[src/rtl/tdm_pkg.sv]
// Shared constants and state encoding for the TDM receive demultiplexer.
package tdm_pkg;

  localparam int unsigned NCH   = 8;
  localparam int unsigned SEL_W = 3;

  typedef enum logic [0:0] {
    HUNT = 1'b0,
    RUN  = 1'b1
  } state_t;

endpackage

[src/rtl/tdm_slot_ctr.sv]
// Mod-NCH slot counter: synchronous clear, load-to-1 and increment-on-enable.
module tdm_slot_ctr
  import tdm_pkg::*;
(
  input  logic             clk,
  input  logic             rst,
  input  logic             i_clr,
  input  logic             i_load1,
  input  logic             i_inc,
  output logic [SEL_W-1:0] o_slot,
  output logic             o_is_last_c
);

  logic [SEL_W-1:0] r_slot;

  // Clear beats load, load beats increment; the counter wraps naturally at NCH.
  always_ff @(posedge clk) begin
    if (rst) begin
      r_slot <= '0;
    end else if (i_clr) begin
      r_slot <= '0;
    end else if (i_load1) begin
      r_slot <= SEL_W'(1);
    end else if (i_inc) begin
      r_slot <= r_slot + SEL_W'(1);
    end
  end

  assign o_slot      = r_slot;
  assign o_is_last_c = (r_slot == SEL_W'(NCH - 1));

endmodule

[src/rtl/tdm_demux_18.sv]
// 1-bit 8-slot TDM receiver: steers slot bits into a shadow word and publishes once per frame.
// Optional saturating sync-error counter enabled by TDM_DEMUX_ERRCNT_EN.
module tdm_demux_18
  import tdm_pkg::*;
(
  input  logic             clk,
  input  logic             rst,
  input  logic             din,
  input  logic             din_valid,
  input  logic             frame_sync,
  output logic [NCH-1:0]   y,
  output logic             frame_valid,
  output logic [SEL_W-1:0] slot,
`ifdef TDM_DEMUX_ERRCNT_EN
  output logic [7:0]       err_cnt,
`endif
  output logic             locked,
  output logic             sync_err
);

  state_t           r_state;
  state_t           w_state_nxt;
  logic [NCH-1:0]   r_shadow;
  logic [NCH-1:0]   w_shadow_nxt;
  logic [NCH-1:0]   r_y;
  logic [NCH-1:0]   w_y_nxt;
  logic             r_frame_valid;
  logic             w_fv_nxt;
  logic             r_sync_err;
  logic             w_se_nxt;
  logic             r_locked;
  logic             w_clr;
  logic             w_load1;
  logic             w_inc;
  logic [SEL_W-1:0] w_slot;
  logic             w_is_last;

  tdm_slot_ctr u_slot_ctr (
    .clk         (clk),
    .rst         (rst),
    .i_clr       (w_clr),
    .i_load1     (w_load1),
    .i_inc       (w_inc),
    .o_slot      (w_slot),
    .o_is_last_c (w_is_last)
  );

  // State register and registered outputs.
  always_ff @(posedge clk) begin
    if (rst) begin
      r_state       <= HUNT;
      r_shadow      <= '0;
      r_y           <= '0;
      r_frame_valid <= 1'b0;
      r_sync_err    <= 1'b0;
      r_locked      <= 1'b0;
    end else begin
      r_state       <= w_state_nxt;
      r_shadow      <= w_shadow_nxt;
      r_y           <= w_y_nxt;
      r_frame_valid <= w_fv_nxt;
      r_sync_err    <= w_se_nxt;
      r_locked      <= (w_state_nxt == RUN);
    end
  end

  // Next-state and datapath decode; every frame start restarts the shadow from slot 0.
  always_comb begin
    w_state_nxt  = r_state;
    w_shadow_nxt = r_shadow;
    w_y_nxt      = r_y;
    w_fv_nxt     = 1'b0;
    w_se_nxt     = 1'b0;
    w_clr        = 1'b0;
    w_load1      = 1'b0;
    w_inc        = 1'b0;
    if (din_valid) begin
      case (r_state)
        HUNT: begin
          if (frame_sync) begin
            w_shadow_nxt = {{(NCH-1){1'b0}}, din};
            w_load1      = 1'b1;
            w_state_nxt  = RUN;
          end
        end
        RUN: begin
          if (frame_sync) begin
            // Early sync discards the partial frame and realigns on this bit.
            w_se_nxt     = (w_slot != '0);
            w_shadow_nxt = {{(NCH-1){1'b0}}, din};
            w_load1      = 1'b1;
          end else if (w_slot == '0) begin
            w_se_nxt    = 1'b1;
            w_clr       = 1'b1;
            w_state_nxt = HUNT;
          end else begin
            w_shadow_nxt[w_slot] = din;
            w_inc                = 1'b1;
            if (w_is_last) begin
              w_y_nxt  = {din, r_shadow[NCH-2:0]};
              w_fv_nxt = 1'b1;
            end
          end
        end
        default: begin
          w_state_nxt = HUNT;
          w_clr       = 1'b1;
        end
      endcase
    end
  end

`ifdef TDM_DEMUX_ERRCNT_EN
  logic [7:0] r_err_cnt;

  // Saturating count of framing violations, cleared only by reset.
  always_ff @(posedge clk) begin
    if (rst) begin
      r_err_cnt <= '0;
    end else if (w_se_nxt && (r_err_cnt != 8'hFF)) begin
      r_err_cnt <= r_err_cnt + 8'd1;
    end
  end

  assign err_cnt = r_err_cnt;
`endif

  assign y           = r_y;
  assign frame_valid = r_frame_valid;
  assign sync_err    = r_sync_err;
  assign locked      = r_locked;
  assign slot        = w_slot;

endmodule

[config.mk]
export PLATFORM = sky130hd
export DESIGN_NAME = tdm_demux_18
export DESIGN_NICKNAME = d
export VERILOG_FILES = /design/src/rtl/tdm_pkg.sv /design/src/rtl/tdm_slot_ctr.sv /design/src/rtl/tdm_demux_18.sv
export SDC_FILE = /design/constraint.sdc
export NUM_CORES = 1
export LEC_CHECK = 0
export CORE_MARGIN = 10
export CORE_UTILIZATION = 36
export DETAILED_ROUTE_END_ITERATION = 10
export SLEW_MARGIN = 40
export SYNTH_ARGS = -nofsm -noshare
export SYNTH_HDL_FRONTEND = slang
export SYNTH_HIERARCHICAL = 1
export SYNTH_SLANG_ARGS = --single-unit
[constraint.sdc]
create_clock -name clk -period 3.6 [get_ports clk]
set_clock_uncertainty 0.15 [all_clocks]
set_input_delay 0.36 -clock clk [delete_from_list [all_inputs] [get_ports clk]]
set_output_delay 0.36 -clock clk [all_outputs]
set_load 0.01 [all_outputs]
* Word-level counts from Yosys, hierarchy flattened
Cells that the tools add are included.
Storage, ports and cells: register bits 22, logic and storage cells 50, input port bits 5, output and inout port bits 14
Cells by class: bitwise operators 4, reductions and logical operators 10, magnitude comparators 2, add/sub/neg operators 1, mux-type cells 23, equal/unequal tests 3
Operators with widths (count):
- 8-bit two-way mux | 3
- 1-bit two-way mux | 16
- 8-bit case mux with 2 select lines | 1
- 8-bit bitwise mux | 1
- 3-bit OR reduction | 2
- 5-bit AND reduction | 1
- 5-bit OR reduction | 1
- 3-bit by 4-bit less-than comparator with 1-bit output, second input constant | 1
- 1-bit NOT | 4
- 3-bit by 1-bit adder with 3-bit output, second input constant | 1
- 1-bit demux with 3-bit select | 1
- 3-bit == test, second input constant | 1
- 3-bit by 1-bit >= comparator with 1-bit output, second input constant | 1
- 3-bit logical NOT | 1
- 3-bit != test, second input constant | 1
- 3-bit AND reduction | 1
- 3-bit nonzero test | 1
- 2-bit != test, second input constant | 1
- 1-bit case mux with 2 select lines | 1
- 2-bit nonzero test | 1
- 2-bit OR reduction | 1
- 1-bit logical AND | 1

* Logic depth before layout (Yosys ltp)
Gate-level depths: netlist (run 1).
depth after elaboration 8, gate-level depth with buffers 6, depth with buffers taken out 5

* Modules after synthesis
Netlist (run 1), hierarchy kept.
By module, submodules not included:
- tdm_demux_18 | area an instance 739.5 um^2, sequential area each 360.3 um^2, cells an instance 85, times used 1
- tdm_slot_ctr | area an instance 137.6 um^2, sequential area each 60.1 um^2, cells an instance 12, times used 1

* Least setup slack after synthesis (run 1)
OpenSTA, ideal clock, no wires.
kind reg2reg, start reg u_slot_ctr.r_slot[0], in the netlist u_slot_ctr/o_slot[0], end reg u_slot_ctr.r_slot[0], in the netlist u_slot_ctr/o_slot[0], stages on the path, launching flop included 6, period minus slack after synthesis 1.826 ns, arrival 1.561 ns, setup time 0.115 ns, slack 1.774 ns, buffers on the path 0, required time 3.335 ns, cell sequence dfxtp_1 or3_4 ha_1 and3_2 xor2_1 o21a_1
Between the ends: cells in the longest elaborated chain, start to end 6, elaborated cells on any way between the ends 14, those cells by class add/sub: 1; mux: 10; reduce/logical: 3
RTL lines:
- start, declared | line tdm_slot_ctr.sv:14 | logic [SEL_W-1:0] r_slot;
- start signal, assigned | line tdm_slot_ctr.sv:25 | r_slot <= r_slot + SEL_W'(1);
- 3-bit logical NOT | line tdm_demux_18.sv:92 | end else if (w_slot == '0) begin
- 1-bit two-way mux | line tdm_demux_18.sv:92
- 1-bit two-way mux | line tdm_demux_18.sv:87 | if (frame_sync) begin
- 1-bit two-way mux | line tdm_demux_18.sv:78 | case (r_state)
- 1-bit two-way mux | line tdm_demux_18.sv:77 | if (din_valid) begin
- named net w_inc | line tdm_demux_18.sv:34 | logic w_inc;
- 2-bit nonzero test (no line)
The timed path passes the listed nets, and every way through them passes these cells. The select of a mux whose other input is x is not followed. A chain may end at the register's enable or synchronous reset.

* Final worst setup path (run 1)
start reg u_slot_ctr.r_slot[0], in the netlist u_slot_ctr/o_slot[0], end out slot[0]
RTL lines:
- end, declared | line tdm_demux_18.sv:13 | output logic [SEL_W-1:0] slot,
No word-level cell between the ends.

==> flow_metrics.tcl, run 1 <==
set metrics [dict create \
    hold_path.class "reg -> reg" \
    ys.warnings.count 6 \
    drive_gt1_frac 0.07759 \
    synth_cell_type_count 28 \
    hold_start "y[2]" \
    port_buffers 18 \
    h-tree-depth 1 \
    ys_seq_area_frac 0.4793 \
    root_buffer "clkbuf_4" \
    period_needed_ns 1.928 \
    setup_viol 0 \
    cts_resized 0 \
    syn_to_final_growth_pct 25.39 \
    syn-instance-count 97 \
    placed_cell_area_um2 1072 \
    num_antenna_cells 0 \
    final_util 0.4832 \
    min_to "y[2]" \
    pwr-share-comb 0.075 \
    finalSetupTns_ns 0 \
    seqPwrFrac 0.634 \
    max_cap_viol_count 0 \
    core_region_area_um2 2276 \
    cts_buffer_depth 2 \
    r2r_cells 5 \
    synth_fp_nets 105 \
    start_kind "register" \
    fin_nets 125 \
    cts-buffers-inserted 3 \
    arrival_ns 1.42 \
    p_total_mw 0.3755 \
    vias_per_cell 5.111 \
    r2r_slack_ns 1.68 \
    cts_tree "yes" \
    max_stage_delay_ns 0.61 \
    dieArea_um2 4811 \
    hpwl_um 1519 \
    required_ns 3.09 \
    post_cts_buffers 0 \
    remaining_drc_errors 0 \
    p_leak_nw 0.3874 \
    io_pins 19 \
    ys_ff_latch 21 \
    switching_share 0.2320 \
    max_freq_ghz 0.5187 \
    timing.final.crit_share 0.5356 \
    clock_sink_count 21 \
    drt_first_iter_violations 23 \
    status "finished clean" \
    whs_path_depth 2 \
    r2r-end "u_slot_ctr/o_slot[0]" \
    hold_ws_ns 0.3103 \
    final_antenna_net_count 0 \
    start_util 0.3854 \
    final_max_slew_viol_count 0 \
    clk_pin_slew_ns 0.12 \
    routedWlPerCell_um 13.55 \
    rows 17 \
    synthTopCellsByArea "dfxtp_1 48%, nand2_1 8.6%, a21oi_1 6.3%" \
    slew_headroom 0.5920 \
    worstSkewPairLatency_ns 0.29 \
    rsz0062_at_grt "no" \
    grt_pass1_vias 719 \
    ir_drop_mv 0.1546 \
    die_h_um 69.36 \
    intPower_mw 0.2884 \
    grt_usage 0.08089 \
    place.gp.congestion 0.6934 \
    crit_fanout 9 \
    hold_viol_final 0 \
    endpoint_kind "output port" \
    tightest_slew_ns 0.6102 \
    avgSynthCellArea_um2 9.042 \
    crit_slowest_cell "clkdlybuf4s50_1" \
    vias 736 \
    reg2reg_from "u_slot_ctr/o_slot[0]" \
    firstDrtPassIters 4 \
    p_clk_frac 0.291 \
    fillers 239 \
    antenna_found_initial 0 \
    p_sw_mw 0.08712 \
    synth_top_cell_area_share 0.4793 \
    synth_top_area_cell "dfxtp_1" \
    grt-ovfl-total 0 \
    cp_cell_sequence "clkdlybuf4s50_1" \
    grt_max_degree 18 \
    critPathKind "reg -> out" \
    hold_buffers 0 \
    netlist_area_um2 877.1 \
    crit_family "buffers and inverters" \
    drt_wl_total_um 1951 \
    grt_pass1_wl_um 3346 \
    design_area_um2 1100 \
    crit_buf_inv 1 \
    p_per_area_nw_per_um2 341.4 \
    die_w_um 69.36 \
]
## synthesized netlist by cell type (all sizes together)
library cell	count
nand4	1
or3	1
o21a	1
o311ai	4
nor3	1
and4bb	1
nand2b	3
o21ai	6
nand3b	1
mux2i	2
o211ai	2
nor2	2
nand2	20
dfxtp	21
buf	2
and3	2
ha	3
a21oi	11
nor4	2
clkbuf	1
o31ai	1
and4	1
xor2	1
inv	3
nand3	3
nor3b	1
## metal layers
layer,vias to the layer above,GRT usage,routed length [µm]
li1,388,-,-
met1,330,0.08871,872
met2,16,0.1341,928
met3,2,0.03281,140
met4,0,0.03326,10
met5,-,0,0
## layout make-up
cell class	instances	area, µm²	share of cell area
Multi-Input combinational cell	70	425.4	0.3868
Sequential cell	21	420.4	0.3823
Tap cell	28	35.03	0.03185
Inverter	3	11.26	0.01024
Timing Repair Buffer	18	180.2	0.1638
Clock inverter	1	5.005	0.004551
Clock buffer	3	22.52	0.02048
## worst max-delay path by stage
| stage | start | end | slack (ns) | cells past startpoint |
|---|---|---|---|---|
| after global placement | frame_sync | u_slot_ctr/o_slot[0] | 1.50 | 6 |
| after floorplan | u_slot_ctr/o_slot[0] | u_slot_ctr/o_slot[0] | 1.77 | 5 |
| after global routing | u_slot_ctr/o_slot[0] | slot[0] | 1.58 | 1 |
| after detailed placement | rst | r_shadow[3] | 1.43 | 4 |
| after CTS | u_slot_ctr/o_slot[0] | slot[0] | 1.66 | 1 |
| final | u_slot_ctr/o_slot[0] | slot[0] | 1.67 | 1 |
## registers in the layout, summed over array words and instances, names as in the netlist
name	count
y	8
r_shadow	7
u_slot_ctr/o_slot	3
frame_valid	1
locked	1
sync_err	1
## cell families after synthesis
logic type,after synthesis,synth area share
muxes,2,0.02283
and+or+nand+nor,39,0.2382
DFF,21,0.4793
adders and majority gates,3,0.04280
buffers and inverters,6,0.03565
xor gates and xnor gates,1,0.009988
AOI/OAI and AO/OA,25,0.1712
## power groups by stage
stage	sequential (mW)	combinational (mW)	clock [mW]
after global routing	0.239	0.0309	0.126
after global placement	0.243	0.0272	0
final	0.238	0.0280	0.109
after CTS	0.238	0.0280	0.116
after detailed placement	0.243	0.0279	0
after floorplan	0.243	0.0145	0
## layout by cell type, fill, tap and decap left out, drive strengths merged, types with 2 or more instances in the layout
cell and instances:
nand3 3, nor2 2, and3 2, clkdlybuf4s50 18, mux2i 2, o311ai 4
nand2b 3, a21oi 11, dfxtp 21, inv 3, clkbuf 3, nor4 2
nand2 20, o211ai 2, ha 3, o21ai 6
## per-stage QoR
| stage | worst slack [ns] | std cells |
|---|---|---|
| 3_5_place_dp | 1.426 | 140 |
| 5_1_grt | 1.579 | 144 |
| 6_report | 1.672 | 144 |
| 4_1_cts | 1.657 | 144 |
| 3_3_place_gp | 1.500 | 140 |
| 2_1_floorplan | 1.774 | 97 |
(Power assumes the default switching activity.)
==> run 2, diff against run 1 <==
==> constraint.sdc (replaced) <==
create_clock -name clk -period 1.72 [get_ports clk]
set_clock_uncertainty 0.15 [all_clocks]
set_input_delay 0.172 -clock clk [delete_from_list [all_inputs] [get_ports clk]]
set_output_delay 0.172 -clock clk [all_outputs]
set_load 0.01 [all_outputs]
==> flow_metrics.tcl, run 2 (synthesis gave the netlist of run 1 again) <==
set metrics [dict create \
    die_w_um 69.36 \
    cts-buffers-inserted 3 \
    p_leak_nw 0.4787 \
    endpoint_kind "register" \
    antenna_found_initial 0 \
    whs_path_depth 2 \
    required_ns 1.77 \
    grt-ovfl-total 0 \
    core_region_area_um2 2276 \
    clk_pin_slew_ns 0.11 \
    hold_ws_ns 0.3075 \
    drive_gt1_frac 0.1694 \
    final_max_slew_viol_count 0 \
    setup_viol 0 \
    hold_path.class "reg -> reg" \
    r2r-end "u_slot_ctr/o_slot[1]" \
    port_buffers 18 \
    min_to "y[6]" \
    timing.final.crit_share 0.9950 \
    fin_nets 133 \
    r2r_cells 5 \
    max_freq_ghz 0.5843 \
    drt_first_iter_violations 32 \
    vias_per_cell 5.066 \
    p_total_mw 0.8036 \
    io_pins 19 \
    vias 770 \
    period_needed_ns 1.711 \
    hold_buffers 0 \
    arrival_ns 1.76 \
    firstDrtPassIters 4 \
    reg2reg_from "u_slot_ctr/o_slot[0]" \
    start_util 0.3854 \
    grt_usage 0.08142 \
    dieArea_um2 4811 \
    max_cap_viol_count 0 \
    rows 17 \
    grt_pass1_vias 722 \
    hold_viol_final 0 \
    hold_start "r_shadow[6]" \
    grt_max_degree 14 \
    dpl.cell_count 148 \
    layout_commonest_cell "nand2_1" \
    final_cell_mix "20 x nand2_1, 18 x dfxtp_1, 15 x clkdlybuf4s50_1" \
    syn_to_final_growth_pct 35.38 \
    num_antenna_cells 0 \
    largest_reg_flops 8 \
    root_buffer "clkbuf_4" \
    ir_drop_mv 0.4563 \
    cts_tree "yes" \
    final_antenna_net_count 0 \
    p_per_area_nw_per_um2 676.8 \
    routedWlPerCell_um 12.53 \
    grt_pass1_wl_um 3277 \
    clock_sink_count 21 \
    critPathKind "reg -> reg" \
    die_h_um 69.36 \
    status "finished clean" \
    remaining_drc_errors 0 \
    cts_buffer_depth 2 \
    crit_fanout 4 \
    place.gp.congestion 0.7384 \
    hpwl_um 1487 \
    r2r_slack_ns 0.009 \
    rsz0062_at_grt "yes" \
    tightest_slew_ns 0.3113 \
    drt_wl_total_um 1904 \
    worstSkewPairLatency_ns 0.31 \
    start_kind "register" \
    final_cells 152 \
    slew_headroom 0.7909 \
    h-tree-depth 1 \
]
==> run 2: cell count changes in the layout (fill, tap and decap cells not counted), moves of 3 or more <==
cell | before | now
buf_4 | 0 | 8
clkdlybuf4s50_1 | 18 | 15
dfxtp_1 | 21 | 18
dfxtp_2 | 0 | 3
dlymetal6s2s_1 | 0 | 3
==> run 2: worst max-delay path by stage <==
stage	from	endpoint	slack (ns)	cells past startpoint
floorplan	u_slot_ctr/o_slot[0]	u_slot_ctr/o_slot[0]	0.02	5
finish	u_slot_ctr/o_slot[0]	u_slot_ctr/o_slot[1]	0.009	5
detailed placement	u_slot_ctr/o_slot[0]	u_slot_ctr/o_slot[1]	0.02	5
CTS	u_slot_ctr/o_slot[0]	u_slot_ctr/o_slot[1]	0.001	5
global placement	din_valid	r_shadow[4]	0.05	4
global route	u_slot_ctr/o_slot[0]	u_slot_ctr/o_slot[1]	-0.04	5
==> run 2: per-layer routing <==
layer | routed length, µm | part of all wire | GRT usage | vias to the layer above
li1 | - | - | - | 404
met1 | 802 | 0.42 | 0.08615 | 343
met2 | 841 | 0.44 | 0.1210 | 18
met3 | 219 | 0.12 | 0.04993 | 5
met4 | 40 | 0.021 | 0.04656 | 0
met5 | 0 | 0 | 0 | -
==> run 2: cell type report <==
cell class	count	area, µm²
multi-input cells	70	441.7
clock inverters	1	5.005
well taps	28	35.03
flip-flops and latches	21	424.2
clock buffers	3	22.52
repair buffers	26	247.7
inverters	3	11.26
fillers	236	1089
==> run 2: critical path, stage by stage, from the launching register on <==
cell,delay (ns)
dfxtp_2,0.33
or3_4,0.41
ha_4,0.18
and3_4,0.19
mux2i_1,0.12
nor4_1,0.22
==> run 2: metrics by stage <==
| step | TNS, ns | utilization | setup slack (ns) | cell area (µm²) |
|---|---|---|---|---|
| after floorplan | 0 | - | 0.02288 | 885.9 |
| after CTS | 0 | 0.5184 | 0.001292 | 1180 |
| after detailed placement | 0 | 0.5014 | 0.01615 | 1141 |
| after global routing | -0.03942 | 0.5217 | -0.03942 | 1187 |
| final | 0 | 0.5217 | 0.008574 | 1187 |
| after global placement | 0 | 0.5014 | 0.05141 | 1141 |
==> run 2: what timing repair did <==
action	4_1_cts	5_1_grt
gates resized for setup	2	3
endpoints found under the setup margin	2	4
setup buffers	0	0
==> run 2: power breakdown <==
group          switching, mW  internal [mW]
clock                  0.147         0.0869
combinational         0.0377         0.0356
sequential           0.00453          0.491
